`src/rtl/truth_scan_pkg.sv`:
```
// Shared types and sizing for the truth-table scanner.
// FSM states, vector count and counter widths live here.
package truth_scan_pkg;

    localparam int NUM_VECTORS = 16;
    localparam int IDX_W       = 4;
    localparam int CNT_W       = 5;

    typedef enum logic [1:0] {
        IDLE,
        SETTLE,
        SAMPLE,
        DONE
    } state_t;

endpackage

```
`src/rtl/settle_timer.sv`:
```
// Down-counter that holds each stimulus vector for SETTLE_CYCLES clocks.
// Loaded on entry to SETTLE; expire flags the final settle cycle.
module settle_timer #(
    parameter int SETTLE_CYCLES = 1
) (
    input  logic clk,
    input  logic rst_n,
    input  logic load,
    input  logic run,
    output logic expire
);

    localparam logic [3:0] RELOAD = 4'(SETTLE_CYCLES - 1);

    logic [3:0] cnt;

    always_ff @(posedge clk or negedge rst_n) begin
        if (!rst_n) begin
            cnt <= '0;
        end else if (load) begin
            cnt <= RELOAD;
        end else if (run && cnt != '0) begin
            cnt <= cnt - 4'd1;
        end
    end

    assign expire = (cnt == '0);

endmodule

```
`src/rtl/truth_table_scanner.sv`:
```
// Sweeps abcd through all 16 vectors and compares f_in against a golden mask.
// Define FIRST_FAIL_CAPTURE_EN to add the first_fail_vld/first_fail_idx outputs.
module truth_table_scanner
    import truth_scan_pkg::*;
#(
    parameter int SETTLE_CYCLES = 1
) (
    input  logic        clk,
    input  logic        rst_n,
    input  logic        start,
    input  logic [15:0] expected,
    input  logic        f_in,
    output logic [3:0]  abcd,
    output logic        busy,
    output logic        done,
    output logic [15:0] minterms,
    output logic [4:0]  mismatch_count,
    output logic        pass
`ifdef FIRST_FAIL_CAPTURE_EN
    ,
    output logic        first_fail_vld,
    output logic [3:0]  first_fail_idx
`endif
);

    localparam logic [IDX_W-1:0] LAST_IDX = IDX_W'(NUM_VECTORS - 1);
    localparam logic [CNT_W-1:0] MAX_CNT  = CNT_W'(NUM_VECTORS);

    state_t             state;
    state_t             state_nx;
    logic [IDX_W-1:0]   idx;
    logic [15:0]        exp_q;
    logic               load;
    logic               expire;
    logic               accept;
    logic               err;

    settle_timer #(
        .SETTLE_CYCLES(SETTLE_CYCLES)
    ) u_timer (
        .clk   (clk),
        .rst_n (rst_n),
        .load  (load),
        .run   (state == SETTLE),
        .expire(expire)
    );

    assign accept = (state == IDLE) && start;
    assign err    = (f_in != exp_q[idx]);
    assign abcd   = idx;

    always_ff @(posedge clk or negedge rst_n) begin
        if (!rst_n) begin
            state <= IDLE;
        end else begin
            state <= state_nx;
        end
    end

    always_comb begin
        state_nx = state;
        load     = 1'b0;
        unique case (state)
            IDLE: begin
                if (start) begin
                    state_nx = SETTLE;
                    load     = 1'b1;
                end
            end
            SETTLE: begin
                if (expire) begin
                    state_nx = SAMPLE;
                end
            end
            SAMPLE: begin
                if (idx == LAST_IDX) begin
                    state_nx = DONE;
                end else begin
                    state_nx = SETTLE;
                    load     = 1'b1;
                end
            end
            DONE: begin
                state_nx = IDLE;
            end
            default: begin
                state_nx = IDLE;
            end
        endcase
    end

    always_ff @(posedge clk or negedge rst_n) begin
        if (!rst_n) begin
            idx            <= '0;
            exp_q          <= '0;
            busy           <= 1'b0;
            done           <= 1'b0;
            minterms       <= '0;
            mismatch_count <= '0;
            pass           <= 1'b0;
        end else begin
            done <= 1'b0;
            if (accept) begin
                exp_q          <= expected;
                minterms       <= '0;
                mismatch_count <= '0;
                pass           <= 1'b0;
                idx            <= '0;
                busy           <= 1'b1;
            end
            if (state == SAMPLE) begin
                minterms[idx] <= f_in;
                if (err && mismatch_count != MAX_CNT) begin
                    mismatch_count <= mismatch_count + 5'd1;
                end
                // index parks at 15 through DONE; it is zeroed on exit
                if (idx != LAST_IDX) begin
                    idx <= idx + 4'd1;
                end
            end
            if (state == DONE) begin
                done <= 1'b1;
                pass <= (mismatch_count == '0);
                busy <= 1'b0;
                idx  <= '0;
            end
        end
    end

`ifdef FIRST_FAIL_CAPTURE_EN
    always_ff @(posedge clk or negedge rst_n) begin
        if (!rst_n) begin
            first_fail_vld <= 1'b0;
            first_fail_idx <= '0;
        end else if (accept) begin
            first_fail_vld <= 1'b0;
            first_fail_idx <= '0;
        end else if (state == SAMPLE && err && !first_fail_vld) begin
            first_fail_vld <= 1'b1;
            first_fail_idx <= idx;
        end
    end
`endif

endmodule

```
`config.mk`:
```
export PLATFORM = sky130hd
export DESIGN_NAME = truth_table_scanner
export DESIGN_NICKNAME = d
export VERILOG_FILES = /design/src/rtl/truth_scan_pkg.sv /design/src/rtl/settle_timer.sv /design/src/rtl/truth_table_scanner.sv
export SDC_FILE = /design/constraint.sdc
export NUM_CORES = 1
export LEC_CHECK = 0
export CAP_MARGIN = 20
export CORE_MARGIN = 5
export CORE_UTILIZATION = 30
export CTS_BUF_LIST = sky130_fd_sc_hd__clkbuf_16
export DETAILED_ROUTE_END_ITERATION = 12
export HOLD_SLACK_MARGIN = 0.03
export SETUP_SLACK_MARGIN = 0.02
export SYNTH_ARGS = -nofsm -noshare
export SYNTH_HDL_FRONTEND = slang
export SYNTH_SLANG_ARGS = --single-unit
```
`constraint.sdc`:
```
create_clock -name clk -period 2.7 [get_ports clk]
set_input_delay 0.405 -clock clk [delete_from_list [all_inputs] [get_ports clk]]
set_output_delay 0.405 -clock clk [all_outputs]
set_load 0.01 [all_outputs]
```
[Word level (Yosys, flattened, before mapping)]
Index checks and enable logic that the tools add are counted.
Operators by class
  add/subtract/negate cells: 3
  magnitude comparators: 2
  equality and inequality tests: 9
  muxes and demuxes: 28
  reductions and logical operators: 11
Operators with widths (count)
  16-bit 2-to-1 mux: 2
  4-bit 2-to-1 mux: 6
  16-bit bitwise mux: 1
  5-bit 2-to-1 mux: 3
  1-bit 2-to-1 mux: 9
  2-bit case mux with 4 select lines: 1
  2-bit 2-to-1 mux: 3
  5-bit by 1-bit adder with 5-bit output (second input constant): 1
  5-bit logical NOT: 1
  4-bit by 5-bit less-than comparator with 1-bit output (second input constant): 1
  5-bit != test (second input constant): 1
  4-bit by 1-bit adder with 4-bit output (second input constant): 1
  1-bit binary-select mux with 4-bit select: 1
  1-bit demux with 4-bit select: 1
  2-bit equality test (second input constant): 2
  4-bit equality test (second input constant): 1
  4-bit by 1-bit >= comparator with 1-bit output (second input constant): 1
  1-bit logical AND: 4
  4-bit logical NOT: 1
  2-bit != test (second input constant): 2
  4-bit != test (second input constant): 1
  2-bit nonzero test: 2
  4-bit nonzero test: 1
  4-bit by 1-bit subtractor with 4-bit output (second input constant): 1
  other kinds (5): 5
Storage, ports and cells
  register bits after elaboration: 50
  bits of input ports: 20

[Logic depth before layout (Yosys ltp)]
  depth after elaboration: 6
  depth in mapped cells: 8
  gate-level depth less buffers: 6

[Cells and area by module]
A second synthesis with hierarchy kept.
Second synthesis, totals
  cells, all modules: 235
  area, all modules: 2499.9 um^2
Modules (own cells, without submodules)
  truth_table_scanner: times used 1, cells each 211, area each 2252.2 um^2, sequential area each 1151.1 um^2
  settle_timer: times used 1, cells each 24, area each 247.7 um^2, sequential area each 100.1 um^2

[Worst setup path after synthesis]
No wires, ideal clock.
  kind: flip-flop to flip-flop
  from: reg idx[0] (netlist: abcd[0])
  to: reg mismatch_count[0]
  library setup time: 0.079 ns
  arrival time: 1.901 ns
  required time: 2.621 ns
  path slack: 0.720 ns
  cell stages (with the launch flop): 8
  path buffers: 2
  clock period less this slack: 1.980 ns
  cells stage by stage: dfrtp_1 > buf_6 > mux4_2 > a22oi_2 > and3_1 > buf_6 > o21a_4 > mux2i_1
Between the ends
  cells in the longest elaborated chain, start to end: 6
RTL lines
  start: declaration: RTL line truth_table_scanner.sv:31  | logic [IDX_W-1:0] idx;
  start signal: assignment: RTL line truth_table_scanner.sv:118  | idx <= idx + 4'd1;
  1-bit binary-select mux with 4-bit select: RTL line truth_table_scanner.sv:49  | assign err = (f_in != exp_q[idx]);
  1-bit 2-to-1 mux (implied by the code): RTL line truth_table_scanner.sv:49
  1-bit != test: RTL line truth_table_scanner.sv:49
  1-bit logical AND: RTL line truth_table_scanner.sv:113  | if (err && mismatch_count != MAX_CNT) begin
  5-bit 2-to-1 mux: RTL line truth_table_scanner.sv:113
  5-bit 2-to-1 mux: RTL line truth_table_scanner.sv:111  | if (state == SAMPLE) begin
  end signal: assignment: RTL line truth_table_scanner.sv:114  | mismatch_count <= mismatch_count + 5'd1;
  end: declaration: RTL line truth_table_scanner.sv:17  | output logic [4:0] mismatch_count,
No other way between the ends. The select of a mux whose other input is x is not followed.
A chain may end at the register's enable or synchronous reset.

[Worst setup path after layout]
Ends and elaborated chain as after synthesis.

==> impl_metrics.py <==
metrics = {
    "floorplanning": {
        "die_h_um": 102,
        "ios": 48,
        "core_sq_um": 8260,
        "die_w_um": 102,
        "die_area_sq_um": 10400,
        "rows": 33,
        "initial_core_util": 0.308,
    },
    "grt": {
        "top_usage_layer": "met1",
        "grtUsageTotal": 0.122,
        "grt_pass1_vias": 1999,
        "met3_usage": 0.0280,
        "use_met1": 0.182,
        "grt_pass1_wl_um": 10100,
        "grt_use_met2": 0.180,
        "grt_antenna_before_repair": 0,
        "grt_max_degree": 51,
        "overflow": 0,
    },
    "power": {
        "p_int_mw": 1.74,
        "p_sw_uw": 989,
        "seq_power_share": 0.414,
        "swShare": 0.362,
        "peakVddDrop_mv": 0.322,
        "p_per_area_nw_per_um2": 843,
        "p_comb_frac": 0.369,
        "p_leak_nw": 1.49,
        "pwr-share-clk": 0.217,
    },
    "worst_setup_path": {
        "crit_type": "flop to flop",
        "worst_setup_path_end_kind": "flop",
        "worstPathRequired_ps": 2910,
        "crit_path_start_kind": "flop",
        "arrival_ps": 2430,
        "cp_max_fo": 11,
    },
    "synthesis": {
        "ys_seq_area_frac": 0.492,
        "ys_warn_count": 0,
        "syn_nets": 300,
        "synth_cell_types": 41,
        "netlist_instances": 272,
        "synth_area_sq_um": 2540,
        "avgSynthCellArea_sq_um": 9.35,
        "yosys_register_bits": 50,
    },
    "drt": {
        "viasPerCell": 4.71,
        "routed_wl_um": 5910,
        "drcViolationCount": 0,
        "dr.pass1.iters": 4,
        "vias": 1984,
        "drt_iter0_drc": 117,
        "drtAntennaViolNets": 0,
        "wl_per_cell_um": 14.0,
    },
    "timing": {
        "finalCritPeriodShare": 0.821,
        "rsz0062_at_grt": "no",
        "final.setup.tns_ps": 0,
        "fin_ws_ps": 484,
        "setup_viol": 0,
        "skew_ps": 4.75,
        "finalHoldViolations": 0,
        "period_minus_slack_ps": 2220,
        "relSlewSlack": 0.571,
        "slew_viol_final": 0,
        "tightest_slew_ps": 644,
        "fmax_ghz": 0.451,
    },
    "clocking": {
        "cts.clk_slew.worst_paths_ps": 70,
        "cts_resized": 0,
        "cts_root_buffer": "clkbuf_16",
        "cts_buffers": 5,
        "h-tree-depth": 2,
        "cts_setup_buffers": 0,
        "clk_latency_ps": 280,
        "cts_tree": "yes",
        "cts_buffer_depth": 2,
        "clock-sinks": 50,
        "hold_buffers": 0,
    },
    "cells_and_area": {
        "final_cell_mix": "86 x nand2_1, 50 x dfrtp_1, 46 x clkdlybuf4s50_1, 14 x nor2_1",
        "drive_gt1_frac": 0.0759,
        "nets": 343,
        "fillerInstances": 871,
        "syn_to_final_growth_pct": 27.5,
        "antenna_cells": 0,
        "final_common_cell": "nand2_1",
    },
    "min_path": {
        "hold_class": "input pin to asynchronous set/reset pin",
    },
    "placed_design": {
        "place_ws_ps": 473,
        "gp_congestion": 0.767,
        "port_buffers": 47,
        "dpl.hpwl_um": 4290,
    },
    "status": {
        "outcome": "completed",
    },
    "job": {
        "cap_viol_max_count": 0,
    },
}
==> layer usage <==
| metal | share of wire | routed length (um) | up-vias |
|---|---|---|---|
| met5 | 0 | 0 | - |
| met4 | 0.0097 | 57 | 0 |
| met3 | 0.050 | 294 | 4 |
| met2 | 0.44 | 2570 | 45 |
| met1 | 0.50 | 2980 | 913 |
| li1 | - | - | 1022 |
==> state kept, by name (all words and copies together) (netlist names) <==
signal / cells
busy: 1
u_timer.cnt: 4
mismatch_count: 5
state: 2
minterms: 16
exp_q: 16
abcd: 4
pass: 1
done: 1
==> kinds of logic after synthesis <==
logic type,count (synthesis),share of synthesized area
AND/OR/NAND/NOR,134,0.227
AO/OA/AOI/OAI,42,0.133
multiplexers,5,0.0423
adder cells (fa/ha/maj),8,0.0394
XOR/XNOR,5,0.0172
buffers and inverters,28,0.0487
flip-flops,50,0.492
==> area by class of cell <==
type                    count  area, sq um  area share
flip-flops and latches     50         1250       0.386
well taps                 105          131      0.0405
clock inverters             3         12.5     0.00386
clock buffers               5          125      0.0386
repair buffers             54          518       0.160
multi-input cells         194         1170       0.360
inverters                  10         37.5      0.0116
==> worst paths after layout <==
path	from	endpoint	slack, ps	cells after the start
max	abcd[0]	mismatch_count[0]	480	5
min	rst_n	mismatch_count[4]	230	2
max reg2reg	abcd[0]	mismatch_count[0]	480	5
min reg2reg	exp_q[3]	exp_q[3]	470	2
max in group asynchronous	rst_n	state[1]	2060	2
min in group clk	exp_q[3]	exp_q[3]	470	2
==> worst max-delay path: stages (launching register included) <==
cell,delay (ps)
dfrtp_1,620
mux4_2,580
a22oi_2,240
and3_1,310
o21a_4,210
mux2i_1,180
==> synth_stat cells, drive strengths merged <==
master   instances  area (sq um)
nor2b            3          18.8
ha               8           100
a31o             1          8.76
a22oi            2          25.0
a31oi            1          6.26
and2             4          25.0
o32ai            1          8.76
inv             10          37.5
nor3             1          5.00
mux4             4          97.6
a211oi           2          15.0
or2              1          6.26
o21a             1          15.0
clkbuf           9          33.8
nand2           86           323
o21ai            3          15.0
o311ai           4          42.6
nand3            7          35.0
a32oi            1          8.76
and3             2          12.5
nor2            14          52.6
a21oi            5          28.8
buf              9          52.5
o2111ai          2          17.5
o211ai          12          90.1
o21bai           1          7.51
mux2i            1          10.0
nand4           12          75.1
a21o             1          7.51
xnor2            3          26.3
dfrtp           50          1250
o31ai            1          12.5
o22ai            2          12.5
o221ai           2          17.5
xor2             2          17.5
nand2b           4          25.0
==> per-stage QoR <==
| step | util | power, mW | hold slack, ps | instance area, sq um | cells |
|---|---|---|---|---|---|
| 4_1_cts | 0.393 | 2.77 | 247 | 3240 | 421 |
| 3_3_place_gp | 0.376 | 2.15 | 461 | 3110 | 413 |
| 2_1_floorplan | - | 1.81 | 109 | 2540 | 272 |
| 5_1_grt | 0.393 | 2.96 | 292 | 3240 | 421 |
| 6_report | 0.393 | 2.73 | 227 | 3240 | 421 |
| 3_5_place_dp | 0.376 | 2.16 | 458 | 3110 | 413 |
==> power by group through the flow <==
stage          Clock [mW]  Sequential [mW]  Combinational, mW
2_1_floorplan           0             1.09              0.719
3_3_place_gp            0             1.14               1.00
3_5_place_dp            0             1.15               1.02
4_1_cts             0.616             1.13               1.02
5_1_grt             0.650             1.17               1.14
6_report            0.593             1.13               1.01
Power figures use the tool's default switching activity.
